## src/rtl/tanh_share_ctrl.sv

```systemverilog
// Round-robin front end that time-shares one external pipelined tanh unit between
// NUM_REQ requesters and returns each result tagged with the issuing requester.
module tanh_share_ctrl #(
  parameter int BITWIDTH     = 18,
  parameter int NUM_REQ      = 4,
  parameter int ID_WIDTH     = 2,
  parameter int TANH_LATENCY = 4,
  parameter int ISSUE_GAP    = 1
) (
  input  logic                         clock_i,
  input  logic                         reset_i,
  input  logic [NUM_REQ-1:0]           req_valid_i,
  input  logic [NUM_REQ*BITWIDTH-1:0]  req_operand_i,
  output logic [NUM_REQ-1:0]           req_ready_o,
  output logic [BITWIDTH-1:0]          tanh_operand_o,
  input  logic [BITWIDTH-1:0]          tanh_result_i,
  output logic                         rsp_valid_o,
  output logic [ID_WIDTH-1:0]          rsp_id_o,
  output logic [BITWIDTH-1:0]          rsp_result_o,
  output logic                         busy_o
);

  localparam int GAP_W = (ISSUE_GAP > 1) ? $clog2(ISSUE_GAP) : 1;

  logic [ID_WIDTH-1:0] ptr_q, ptr_d;
  logic [GAP_W-1:0]    gap_q, gap_d;
  logic [BITWIDTH-1:0] operand_q, operand_d;
  logic [BITWIDTH-1:0] grant_op;
  logic [ID_WIDTH-1:0] grant_id;
  logic [NUM_REQ-1:0]  valid_rot;
  logic                grant_found;
  logic                issue;
  int                  grant_sel;
  int                  grant_k;

  logic [TANH_LATENCY-1:0] tag_vld_q;
  logic [ID_WIDTH-1:0]     tag_id_q [TANH_LATENCY];
  logic                    rsp_valid_q;
  logic [ID_WIDTH-1:0]     rsp_id_q;
  logic [BITWIDTH-1:0]     rsp_result_q;

  // Rotate so bit 0 is the requester at the RR pointer; lowest set bit wins.
  always_comb begin
    valid_rot   = NUM_REQ'({req_valid_i, req_valid_i} >> ptr_q);
    grant_found = 1'b0;
    grant_sel   = 0;
    for (int i = 0; i < NUM_REQ; i++) begin
      if (!grant_found && valid_rot[i]) begin
        grant_found = 1'b1;
        grant_sel   = i;
      end
    end
    grant_k = int'(ptr_q) + grant_sel;
    if (grant_k >= NUM_REQ) grant_k = grant_k - NUM_REQ;
    grant_id    = ID_WIDTH'(grant_k);
    issue       = grant_found && !reset_i && (gap_q == '0);
    req_ready_o = issue ? (NUM_REQ'(1) << grant_k) : '0;
    grant_op    = '0;
    for (int j = 0; j < NUM_REQ; j++) begin
      if (req_ready_o[j]) grant_op = req_operand_i[j*BITWIDTH +: BITWIDTH];
    end
  end

  always_comb begin
    ptr_d     = ptr_q;
    gap_d     = gap_q;
    operand_d = operand_q;
    if (issue) begin
      operand_d = grant_op;
      gap_d     = GAP_W'(ISSUE_GAP - 1);
      ptr_d     = (grant_k == NUM_REQ - 1) ? '0 : ID_WIDTH'(grant_k + 1);
    end else if (gap_q != '0) begin
      gap_d = gap_q - GAP_W'(1);
    end
  end

  always_ff @(posedge clock_i) begin
    if (reset_i) begin
      ptr_q        <= '0;
      gap_q        <= '0;
      operand_q    <= '0;
      tag_vld_q    <= '0;
      rsp_valid_q  <= 1'b0;
      rsp_id_q     <= '0;
      rsp_result_q <= '0;
    end else begin
      ptr_q        <= ptr_d;
      gap_q        <= gap_d;
      operand_q    <= operand_d;
      tag_vld_q[0] <= issue;
      for (int i = 1; i < TANH_LATENCY; i++) tag_vld_q[i] <= tag_vld_q[i-1];
      rsp_valid_q  <= tag_vld_q[TANH_LATENCY-1];
      if (tag_vld_q[TANH_LATENCY-1]) begin
        rsp_id_q     <= tag_id_q[TANH_LATENCY-1];
        rsp_result_q <= tanh_result_i;
      end
    end
  end

  // IDs are only meaningful alongside their valid bit, so they need no reset.
  always_ff @(posedge clock_i) begin
    tag_id_q[0] <= grant_id;
    for (int i = 1; i < TANH_LATENCY; i++) tag_id_q[i] <= tag_id_q[i-1];
  end

  assign tanh_operand_o = operand_q;
  assign rsp_valid_o    = rsp_valid_q;
  assign rsp_id_o       = rsp_id_q;
  assign rsp_result_o   = rsp_result_q;
  assign busy_o         = (|tag_vld_q) | rsp_valid_q;

endmodule

```

## config.mk

```make
export PLATFORM = sky130hd
export DESIGN_NAME = tanh_share_ctrl
export DESIGN_NICKNAME = d
export VERILOG_FILES = /design/src/rtl/tanh_share_ctrl.sv
export SDC_FILE = /design/constraint.sdc
export NUM_CORES = 1
export LEC_CHECK = 0
export ABC_AREA = 1
export BUFFER_PORTS_ARGS = -buffer_cell sky130_fd_sc_hd__buf_2
export CAP_MARGIN = 10
export CORE_UTILIZATION = 35
export CTS_BUF_LIST = sky130_fd_sc_hd__clkbuf_8
export DETAILED_ROUTE_END_ITERATION = 8
export GPL_TIMING_DRIVEN = 0
export PLACE_DENSITY = 0.66
export RECOVER_POWER = 100
export SKIP_LAST_GASP = 1
export SYNTH_ARGS = -nofsm -noshare
export SYNTH_HDL_FRONTEND = slang
export SYNTH_SLANG_ARGS = --single-unit
```

## constraint.sdc

```tcl
create_clock -name clock_i -period 2.4 [get_ports clock_i]
set_clock_uncertainty 0.1 [all_clocks]
set_input_delay 0.12 -clock clock_i [delete_from_list [all_inputs] [get_ports clock_i]]
set_output_delay 0.12 -clock clock_i [all_outputs]
set_load 0.02 [all_outputs]
```

==> results.toml, run 1 <==
[status]
run_status = "complete, but fails checks"
violations = "setup timing"

[global_route]
grt_pass1_wl_mm = 14.7
antenna_found_initial = 0
overflow = 0
grt_usage_pct = 21.4
first_global_vias = 3225
grt_start_max_net_pins = 18

[finish]
drive_gt1_share_pct = 34.0
seqCellArea_sq_um = 1090
nFillCells = 809
syn_to_final_growth_pct = 55.2
antenna_cells = 0
fin_cells = 753
layout.nets = 748
layout_commonest_cell = "nor2_1"
multi_input_area_sq_um = 1820
most-common-layout-cells = "nor2_1, buf_2, nand2_1"

[power]
irDropWorstVdd_mv = 0.633
clkPwrFrac_pct = 14.8
power_frac_comb_pct = 59.5
swShare_pct = 42.4
p_per_area_nw_per_um2 = 957
p_sw_mw = 1.85
p_leak_nw = 2.25
power.internal_mw = 2.51
p_seq_share_pct = 25.7

[detailed_routing]
wl_met3_microns = 448
drt_iter0_markers = 90
drc_errors = 0
drtAntennaViolNets = 0
wl_mm = 9.61
met2_length_mm = 4.78
via_per_inst = 4.64
vias = 3494
met1_length_mm = 4.24
wire_per_inst_microns = 12.8
top_layer = "met4"
firstDrtPassIters = 5

[synth]
netlist_area_sq_um = 2930
syn_nets = 568
syn_avg_cell_area_sq_um = 6.28
yosysSeqAreaShare_pct = 36.9
synth_edf_count = 0
synthCells = 467
ys_seq_elements = 54
synthArstFlopShare_pct = 0
ys.warnings.count = 0
synth_cell_types = 25
ys.flop_type = "dfxtp_1"

[timing]
setup_slack_ns = -0.193
post-route-min-period_ns = 2.59
finalHoldViolCount = 0
fmax_mhz = 386
setup_viol = 21
timing.final.crit_share_pct = 108
report.final.slew_viol_count = 0
rsz0062_at_grt = "yes"

[floorplan]
start_util_pct = 35.9
die_x_microns = 93.5
placementRows = 33
fp.dieArea_sq_um = 8750
die_h_microns = 93.5
pin_count = 140
core_area_sq_um = 8180

[critical_path]
critPathMaxStageDelay_ns = 0.42
slowest_stage = "dfxtp_4"
arrival_ns = 2.37
critPathLaunchType = "register"
worst-path-max-fanout = 8
worstPathRequired_ns = 2.18
crit_path_cell_trace = "nand2_1 > nand3_1 > nand2_2 > a21boi_2 > ha_4 > xor2_4 > inv_2 > ha_4 > clkbuf_16 > nand3_4 > inv_2 > buf_6"
critical_path_class = "reg2out"
cp-end-kind = "output port"

[place]
routabilityCongestion = 0.841
place_ws_ns = -0.430
dp_hpwl_mm = 6.92
port_buffers = 139
dp_cells = 711

[min_path]
hp-class = "in2reg"

[clocking]
cts_made_buffers = 5
path_clk_slew_ns = 0.10
clk_latency_ns = 0.31
cts-htree-levels = 2
cts_tree = "done"
cts_sinks = 54
cts_root_buffer = "clkbuf_8"
clock_path_buffers = 2

[flow_run]
max-cap-violations = 0
## synthesized netlist by cell type, types with 3 or more instances
cell type | instances | area [sq um]
nand2_1 | 93 | 349
nor2_1 | 132 | 495
buf_4 | 3 | 22.5
ha_1 | 5 | 62.6
nand4_1 | 30 | 188
nand3_1 | 15 | 75.1
inv_1 | 47 | 176
buf_2 | 7 | 35.0
a21oi_1 | 23 | 115
o21ai_0 | 25 | 125
clkbuf_1 | 16 | 60.1
dfxtp_1 | 54 | 1080
## critical path: cells and delay by family (launching register included)
kind / cells / cell delay (ns)
simple gates: 4 / 0.41
fa+ha+maj: 2 / 0.39
flops: 1 / 0.42
xor+xnor: 1 / 0.20
compound gates: 1 / 0.21
buf+inv: 4 / 0.42
## registers in the layout, indices dropped and copies added (netlist names)
register,count
ptr_q,2
gap_q,1
rsp_valid_o,1
tag_vld_q,4
rsp_result_o,18
rsp_id_o,2
tag_id_q,8
tanh_operand_o,18
## cell families (layout without fill, tap and decap cells)
logic type	after synthesis	after routing	synth area share, %
flops	54	54	36.9
xor+xnor	2	2	0.598
compound gates	49	49	8.45
simple gates	278	278	40.6
other cells	1	1	0.128
buf+inv	78	259	11.2
fa+ha+maj	5	5	2.13
## power groups by stage
stage | clock network, mW | logic (mW) | registers, mW
2_1_floorplan | 0 | 1.15 | 1.19
3_3_place_gp | 0 | 1.67 | 1.12
3_5_place_dp | 0 | 1.69 | 1.12
4_1_cts | 0.658 | 2.31 | 1.11
5_1_grt | 0.686 | 2.82 | 1.13
6_report | 0.642 | 2.59 | 1.12
## layout make-up
cell class | count | share of cell area [%]
repair buffers | 175 | 22.0
clock inverters | 2 | 0.853
flip-flops and latches | 54 | 23.9
inverters | 49 | 4.40
multi-input cells | 335 | 40.1
clock buffers | 6 | 1.82
well taps | 105 | 2.89
plain buffers | 27 | 4.04
## layer usage
layer	vias to the layer above	track usage [%]
li1	1819	-
met1	1552	26.5
met2	111	38.5
met3	12	2.68
met4	0	6.28
met5	-	0
## repair_timing
action,CTS,global route
pin swaps,28,34
gates resized for setup,74,41
cloned,1,0
endpoints found under the hold margin,18,0
endpoints found under the setup margin,22,22
setup buffers,13,4
hold buffers,18,0
## per-stage QoR
step	hold WS [ns]	utilization (%)	area, sq um	TNS [ns]	power (mW)
2_1_floorplan	0.155	-	2950	0	2.34
3_3_place_gp	0.211	46.1	3770	-5.78	2.79
3_5_place_dp	0.212	46.1	3770	-7.56	2.81
4_1_cts	0.00123	54.5	4450	-2.23	4.08
5_1_grt	0.0160	55.6	4550	-6.37	4.64
6_report	0.00267	55.6	4550	-3.19	4.35
## path summary, 6_finish.rpt
path | start | to | slack, ns | cells past startpoint
hold / removal | req_operand_i[66] | tanh_operand_o[12]$_SDFFE_PP0P_ | 0.003 | 3
setup / recovery | ptr_q[0]$_SDFFE_PP0P_ | req_ready_o[1] | -0.19 | 12
hold reg to reg | tag_id_q[1][1]$_DFF_P_ | tag_id_q[2][1]$_DFF_P_ | 0.24 | 0
setup reg to reg | ptr_q[0]$_SDFFE_PP0P_ | tanh_operand_o[13]$_SDFFE_PP0P_ | -0.19 | 16
Note: power is estimated with default switching activity, not from simulation.
==> run 2: changes to the inputs <==
ABC_AREA = default   (was 1)
PLACE_DENSITY = 0.68   (was 0.66)
==> run 2 against run 1 <==
Compared with the run above: the run still ends with setup timing left; non-clock buffer count is 4 higher; total power is 0.66% lower; clock power is 17% lower; register-to-register slack worse by 0.66 ns; sequential power hardly changed; sequential share of layout area is 2.9 points higher; synthesized cell count is 40% lower; combinational power is 3% higher; worst setup slack worse by 0.66 ns; cell count is 25% lower; clock-buffer cell count stayed put; critical endpoint is now tanh_operand_o[15]$_SDFFE_PP0P_; largest cell class unchanged.
==> results.toml, run 2 <==
[status]
run_status = "complete, but fails checks"
violations = "setup timing"

[synth]
synth_edf_count = 0
synthCells = 282
ys_seq_elements = 54
synth_most_common_cell = "dfxtp_1"
synth_commonest_cells = "dfxtp_1, nor2_1, mux2i_1, a21oi_1"
muxShareOfSynthArea_pct = 7.91
ys.warnings.count = 0
ys.flop_type = "dfxtp_1"
synth_xor_area_share_pct = 1.04
synth.area.top_cells = "dfxtp_1, mux2i_1, nor2_1, a222oi_1, a22o_1"
syn_avg_cell_area_sq_um = 8.97
synth_top_area_share_pct = 42.7
yosysTopAreaCell = "dfxtp_1"
netlist_area_sq_um = 2530
synth_top_family_by_area = "compound AO/OA/AOI/OAI gates"
yosysSeqAreaShare_pct = 42.7
synthAdderAreaFrac_pct = 2.47
synthSimpleGateAreaFrac_pct = 15.7
syn_nets = 383
synth_cell_types = 33
synthArstFlopShare_pct = 0
synth_compound_area_share_pct = 23.2

[critical_path]
worstPathRequired_ns = 2.53
path_buf_inv = 4
critical_path_class = "reg2reg"
arrival_ns = 3.39
critPathMaxStageDelay_ns = 0.48
crit_family = "simple AND/OR/NAND/NOR gates"
critPathLaunchType = "register"
crit_path_cell_trace = "buf_6 > buf_6 > nor2_2 > nand2_1 > o211ai_1 > a221o_1 > ha_4 > xor2_4 > xnor2_2 > ha_2 > buf_6 > nor3b_4 > buf_6 > a221oi_4 > or4_4 > a31oi_1"
worst-path-max-fanout = 7
crit_top_cell = "buf_6"
cp-end-kind = "register"
slowest_stage = "or4_4"

[global_route]
grt_usage_pct = 21.2
grt_pass1_wl_mm = 12.6
antenna_found_initial = 0
overflow = 0
grt_start_max_net_pins = 18
first_global_vias = 2714

[power]
p_sw_mw = 1.62
finalPower_mw = 4.32
irDropWorstVdd_mv = 0.817
swShare_pct = 37.4
power_frac_comb_pct = 61.6
p_leak_nw = 1.74
p_per_area_nw_per_um2 = 1070
clkPwrFrac_pct = 12.4
power.internal_mw = 2.71
p_seq_share_pct = 26.0

[detailed_routing]
wl_mm = 8.38
vias = 2906
drc_errors = 0
drt_iter0_markers = 153
via_per_inst = 5.13
wire_per_inst_microns = 14.8
firstDrtPassIters = 6
drtAntennaViolNets = 0

[clocking]
clock_path_buffers = 2
path_clk_slew_ns = 0.10
clk_latency_ns = 0.30
cts_root_buffer = "clkbuf_8"
cts-htree-levels = 2
cts_made_buffers = 5
cts_tree = "done"
cts_sinks = 54

[place]
port_buffers = 137
dp_hpwl_mm = 5.57
routabilityCongestion = 0.839

[floorplan]
core_area_sq_um = 6910
start_util_pct = 36.6
die_x_microns = 87.0
die_h_microns = 87.0
fp.dieArea_sq_um = 7570
pin_count = 140
placementRows = 30

[finish]
drive_gt1_share_pct = 35.2
fin_util_pct = 58.5
layout_commonest_cell = "buf_2"
layout.nets = 571
antenna_cells = 0
nFillCells = 638
most-common-layout-cells = "buf_2, dfxtp_1, clkbuf_1"
syn_to_final_growth_pct = 59.7

[timing]
relSlewSlack_pct = 54.3
rsz0062_at_grt = "yes"
fmax_mhz = 307
tightest_slew_ns = 0.686
post-route-min-period_ns = 3.26
setup_slack_ns = -0.856
timing.final.crit_share_pct = 136
setup_viol = 22
report.final.slew_viol_count = 0
finalHoldViolCount = 0

[flow_run]
max-cap-violations = 0

[min_path]
hp-class = "in2reg"
[run 2: cell count changes after synthesis, sizes merged, moves of 13 or more]
cell,change
nor2,-89
nand2,-88
inv,-33
nand4,-30
o21ai,-25
mux2i,+20
a211oi,+16
a222oi,+15
a22o,+15
nand3,-13
[run 2: cell type report]
| type | instances | area [sq um] | area share [%] |
|---|---|---|---|
| Multi-Input combinational cell | 187 | 1400 | 34.6 |
| Timing Repair Buffer | 182 | 1080 | 26.8 |
| Sequential cell | 54 | 1080 | 26.8 |
| Buffer | 24 | 199 | 4.92 |
| Tap cell | 96 | 120 | 2.97 |
| Clock buffer | 6 | 82.6 | 2.04 |
| Inverter | 16 | 60.1 | 1.49 |
| Clock inverter | 2 | 16.3 | 0.402 |
[run 2: final timing paths]
kind	start	endpoint	slack (ns)	cells past startpoint
max reg2reg	ptr_q[0]$_SDFFE_PP0P_	tanh_operand_o[15]$_SDFFE_PP0P_	-0.86	16
min reg2reg	tag_id_q[0][1]$_DFF_P_	tag_id_q[1][1]$_DFF_P_	0.23	0
max	ptr_q[0]$_SDFFE_PP0P_	tanh_operand_o[15]$_SDFFE_PP0P_	-0.86	16
min	req_operand_i[69]	tanh_operand_o[15]$_SDFFE_PP0P_	0.03	3
[run 2: cell families (layout without fill, tap and decap cells)]
family                     after synthesis  count (layout)
AOI/OAI and AO/OA                       76              76
xor gates and xnor gates                 3               3
adders and majority gates                5               5
buffers and inverters                   41             230
DFF                                     54              54
muxes                                   20              20
other                                    1               1
and+or+nand+nor                         82              82
[run 2: routing by layer]
layer	GRT usage (%)	wire (microns)	vias to the layer above
met4	7.12	205	0
li1	-	-	1394
met2	38.2	4090	161
met1	25.1	3460	1328
met3	4.08	619	23
met5	0	0	-
[run 2: power groups by stage]
| stage | clock, mW | combinational [mW] | sequential, mW |
|---|---|---|---|
| after detailed placement | 0 | 1.90 | 1.14 |
| after global routing | 0.589 | 2.87 | 1.14 |
| after floorplan | 0 | 1.33 | 1.23 |
| after CTS | 0.555 | 2.32 | 1.12 |
| after global placement | 0 | 1.88 | 1.13 |
| final | 0.536 | 2.66 | 1.12 |
[run 2: what timing repair did]
item | CTS | global route
gates cloned | 2 | 0
endpoints found under the setup margin | 23 | 23
buffers inserted | 16 | 7
endpoints found under the hold margin | 19 | 1
gates resized for setup | 13 | 21
pin swaps | 21 | 21
hold buffers | 19 | 1
[run 2: per-stage QoR]
step	area [sq um]	hold WS [ns]	std cells	setup WS [ns]	setup TNS (ns)
2_1_floorplan	2620	0.167	282	-0.576	-10.08
3_3_place_gp	3430	0.211	515	-0.899	-15.49
3_5_place_dp	3430	0.213	515	-0.962	-16.54
4_1_cts	3940	0.00659	560	-0.850	-16.44
5_1_grt	4040	0.0429	567	-1.02	-20.12
6_report	4040	0.0329	567	-0.856	-16.51
[run 2: worst register-to-register path: cells and delay by family (launching register included)]
family	cells	cell delay, ns
simple gates	4	0.77
compound gates	4	0.74
buf+inv	4	0.47
fa+ha+maj	2	0.41
flops	1	0.35
xor+xnor	2	0.33
==> run 3: changes to the inputs <==
CORE_UTILIZATION = 41   (was 35)
PLACE_DENSITY = 0.78   (was 0.68)
==> run 3 against run 2 <==
Compared with the run above: the run still ends with setup timing left; hold slack better by 0.042 ns; clock-buffer cell count down 1; final area down 0.65%; cell count down 3.7%; flip-flop and latch count unchanged; worst setup slack worse by 0.042 ns; total power up 2.1%; largest power group unchanged.
==> results.toml, run 3 (synthesis gave the netlist of run 2 again) <==
[status]
run_status = "complete, but fails checks"
violations = "setup timing"

[finish]
syn_to_final_growth_pct = 58.7
antenna_cells = 0
layout_commonest_cell = "buf_2"
finalInstanceArea_sq_um = 4020
most-common-layout-cells = "buf_2, dfxtp_1, nor2_1, clkbuf_1, dlygate4sd3_1"
drive_gt1_share_pct = 35.5
layout.nets = 571

[power]
p_seq_share_pct = 25.5
p_sw_mw = 1.65
clkPwrFrac_pct = 14.3
power_frac_comb_pct = 60.2
irDropWorstVdd_mv = 0.816
p_leak_nw = 1.75
swShare_pct = 37.4
p_per_area_nw_per_um2 = 1100
power.internal_mw = 2.76

[timing]
rsz0062_at_grt = "yes"
post-route-min-period_ns = 3.30
finalHoldViolCount = 0
setup_slack_ns = -0.898
report.final.slew_viol_count = 0
tns_ns = -17.95
relSlewSlack_pct = 54.2
setup_viol = 23
holdWs_ns = 0.0745
tightest_slew_ns = 0.687
timing.final.crit_share_pct = 137
fmax_mhz = 303

[floorplan]
start_util_pct = 42.7
fp.dieArea_sq_um = 6490
die_h_microns = 80.6
die_x_microns = 80.6
core_area_sq_um = 5920
placementRows = 28
pin_count = 140

[critical_path]
reg2reg_from = "ptr_q[0]$_SDFFE_PP0P_"
critPathLaunch = "ptr_q[0]$_SDFFE_PP0P_"
worstSetupEndpoint = "tanh_operand_o[9]$_SDFFE_PP0P_"
worstRegToRegCells = 14
cp-end-kind = "register"
worst-path-max-fanout = 10
critPathLaunchType = "register"
worstPathRequired_ns = 2.49
critical_path_class = "reg2reg"
r2r-end = "tanh_operand_o[9]$_SDFFE_PP0P_"
arrival_ns = 3.38
ff2ff_setup_slack_ns = -0.90

[clocking]
clk_latency_ns = 0.32
path_clk_slew_ns = 0.11
cts_root_buffer = "clkbuf_8"
clock_path_buffers = 2
cts_tree = "done"
cts_sinks = 54
cts_made_buffers = 5
cts-htree-levels = 2

[detailed_routing]
drc_errors = 0
drtAntennaViolNets = 0
via_per_inst = 5.29
wl_mm = 8.33
firstDrtPassIters = 6
drt_iter0_markers = 177
wire_per_inst_microns = 15.3
vias = 2890

[global_route]
grt_usage_pct = 26.1
grt_start_max_net_pins = 19
antenna_found_initial = 0
overflow = 0
first_global_vias = 2848
grt_pass1_wl_mm = 13.0

[min_path]
hp-class = "in2reg"
hp-start = "req_operand_i[36]"
hold_depth = 3

[place]
port_buffers = 137
dp_hpwl_mm = 5.43
post_dp_cell_area_sq_um = 3400
routabilityCongestion = 0.880
place_ws_ns = -0.986

[flow_run]
max-cap-violations = 0
run 3: cell types whose count changed in the layout (fill, tap and decap cells not counted), moves of 2 or more:
cell      previous run  this run
and2_4               2         4
clkbuf_4             2         0
buf_4               17        14
buf_6               13        18
run 3: timing repair:
| action | 4_1_cts | 5_1_grt |
|---|---|---|
| gates cloned | 3 | 0 |
| pin swaps | 17 | 15 |
| resized for setup | 26 | 11 |
| hold buffers | 21 | 0 |
| endpoints found under the hold margin | 21 | 0 |
| setup endpoints to repair | 23 | 23 |
| buffers inserted | 15 | 7 |
run 3: layout make-up:
type / instances / area, sq um
fill: 476 / 1910
multi-input combinational: 187 / 1390
sequential: 54 / 1080
timing repair buffer: 181 / 1080
buffer: 25 / 190
tap: 75 / 93.8
clock buffer: 5 / 68.8
inverter: 16 / 60.1
clock inverter: 3 / 47.5
run 3: worst min path at each step:
stage                                           end  slack [ns]
floorplan              rsp_result_o[0]$_SDFFE_PP0P_        0.17
global placement             tag_id_q[3][1]$_DFF_P_        0.21
detailed placement           tag_id_q[1][0]$_DFF_P_        0.22
CTS                 tanh_operand_o[16]$_SDFFE_PP0P_        0.07
global route        tanh_operand_o[17]$_SDFFE_PP0P_        0.06
finish               tanh_operand_o[0]$_SDFFE_PP0P_        0.07
run 3: critical path, stage by stage (launching register included):
cell and delay (ns):
dfxtp_2 0.37, buf_6 0.11, nor2_2 0.03, a221o_1 0.31, a221o_1 0.36, ha_4 0.19
xor2_4 0.16, buf_4 0.15, xor2_2 0.30, ha_4 0.21, buf_6 0.11, clkbuf_2 0.24
a21oi_1 0.10, a222oi_1 0.32, a211oi_1 0.11
run 3: power by group through the flow:
stage	clock [mW]	sequential, mW	combinational [mW]
after CTS	0.639	1.12	2.41
after floorplan	0	1.23	1.33
final	0.630	1.12	2.66
after global routing	0.688	1.15	2.86
after detailed placement	0	1.14	1.90
after global placement	0	1.13	1.86
run 3: metal layers:
layer / part of all wire [%] / vias to the layer above / track usage (%)
li1: - / 1394 / -
met1: 41 / 1331 / 30.4
met2: 50 / 151 / 46.5
met3: 7.7 / 14 / 5.80
met4: 1.7 / 0 / 9.11
met5: 0 / - / 0
run 3: per-stage QoR:
| stage | power (mW) | utilization, % | instances |
|---|---|---|---|
| 2_1_floorplan | 2.56 | - | 282 |
| 3_3_place_gp | 2.99 | 57.4 | 494 |
| 3_5_place_dp | 3.04 | 57.4 | 494 |
| 4_1_cts | 4.17 | 67.2 | 540 |
| 5_1_grt | 4.69 | 67.8 | 546 |
| 6_report | 4.41 | 67.8 | 546 |
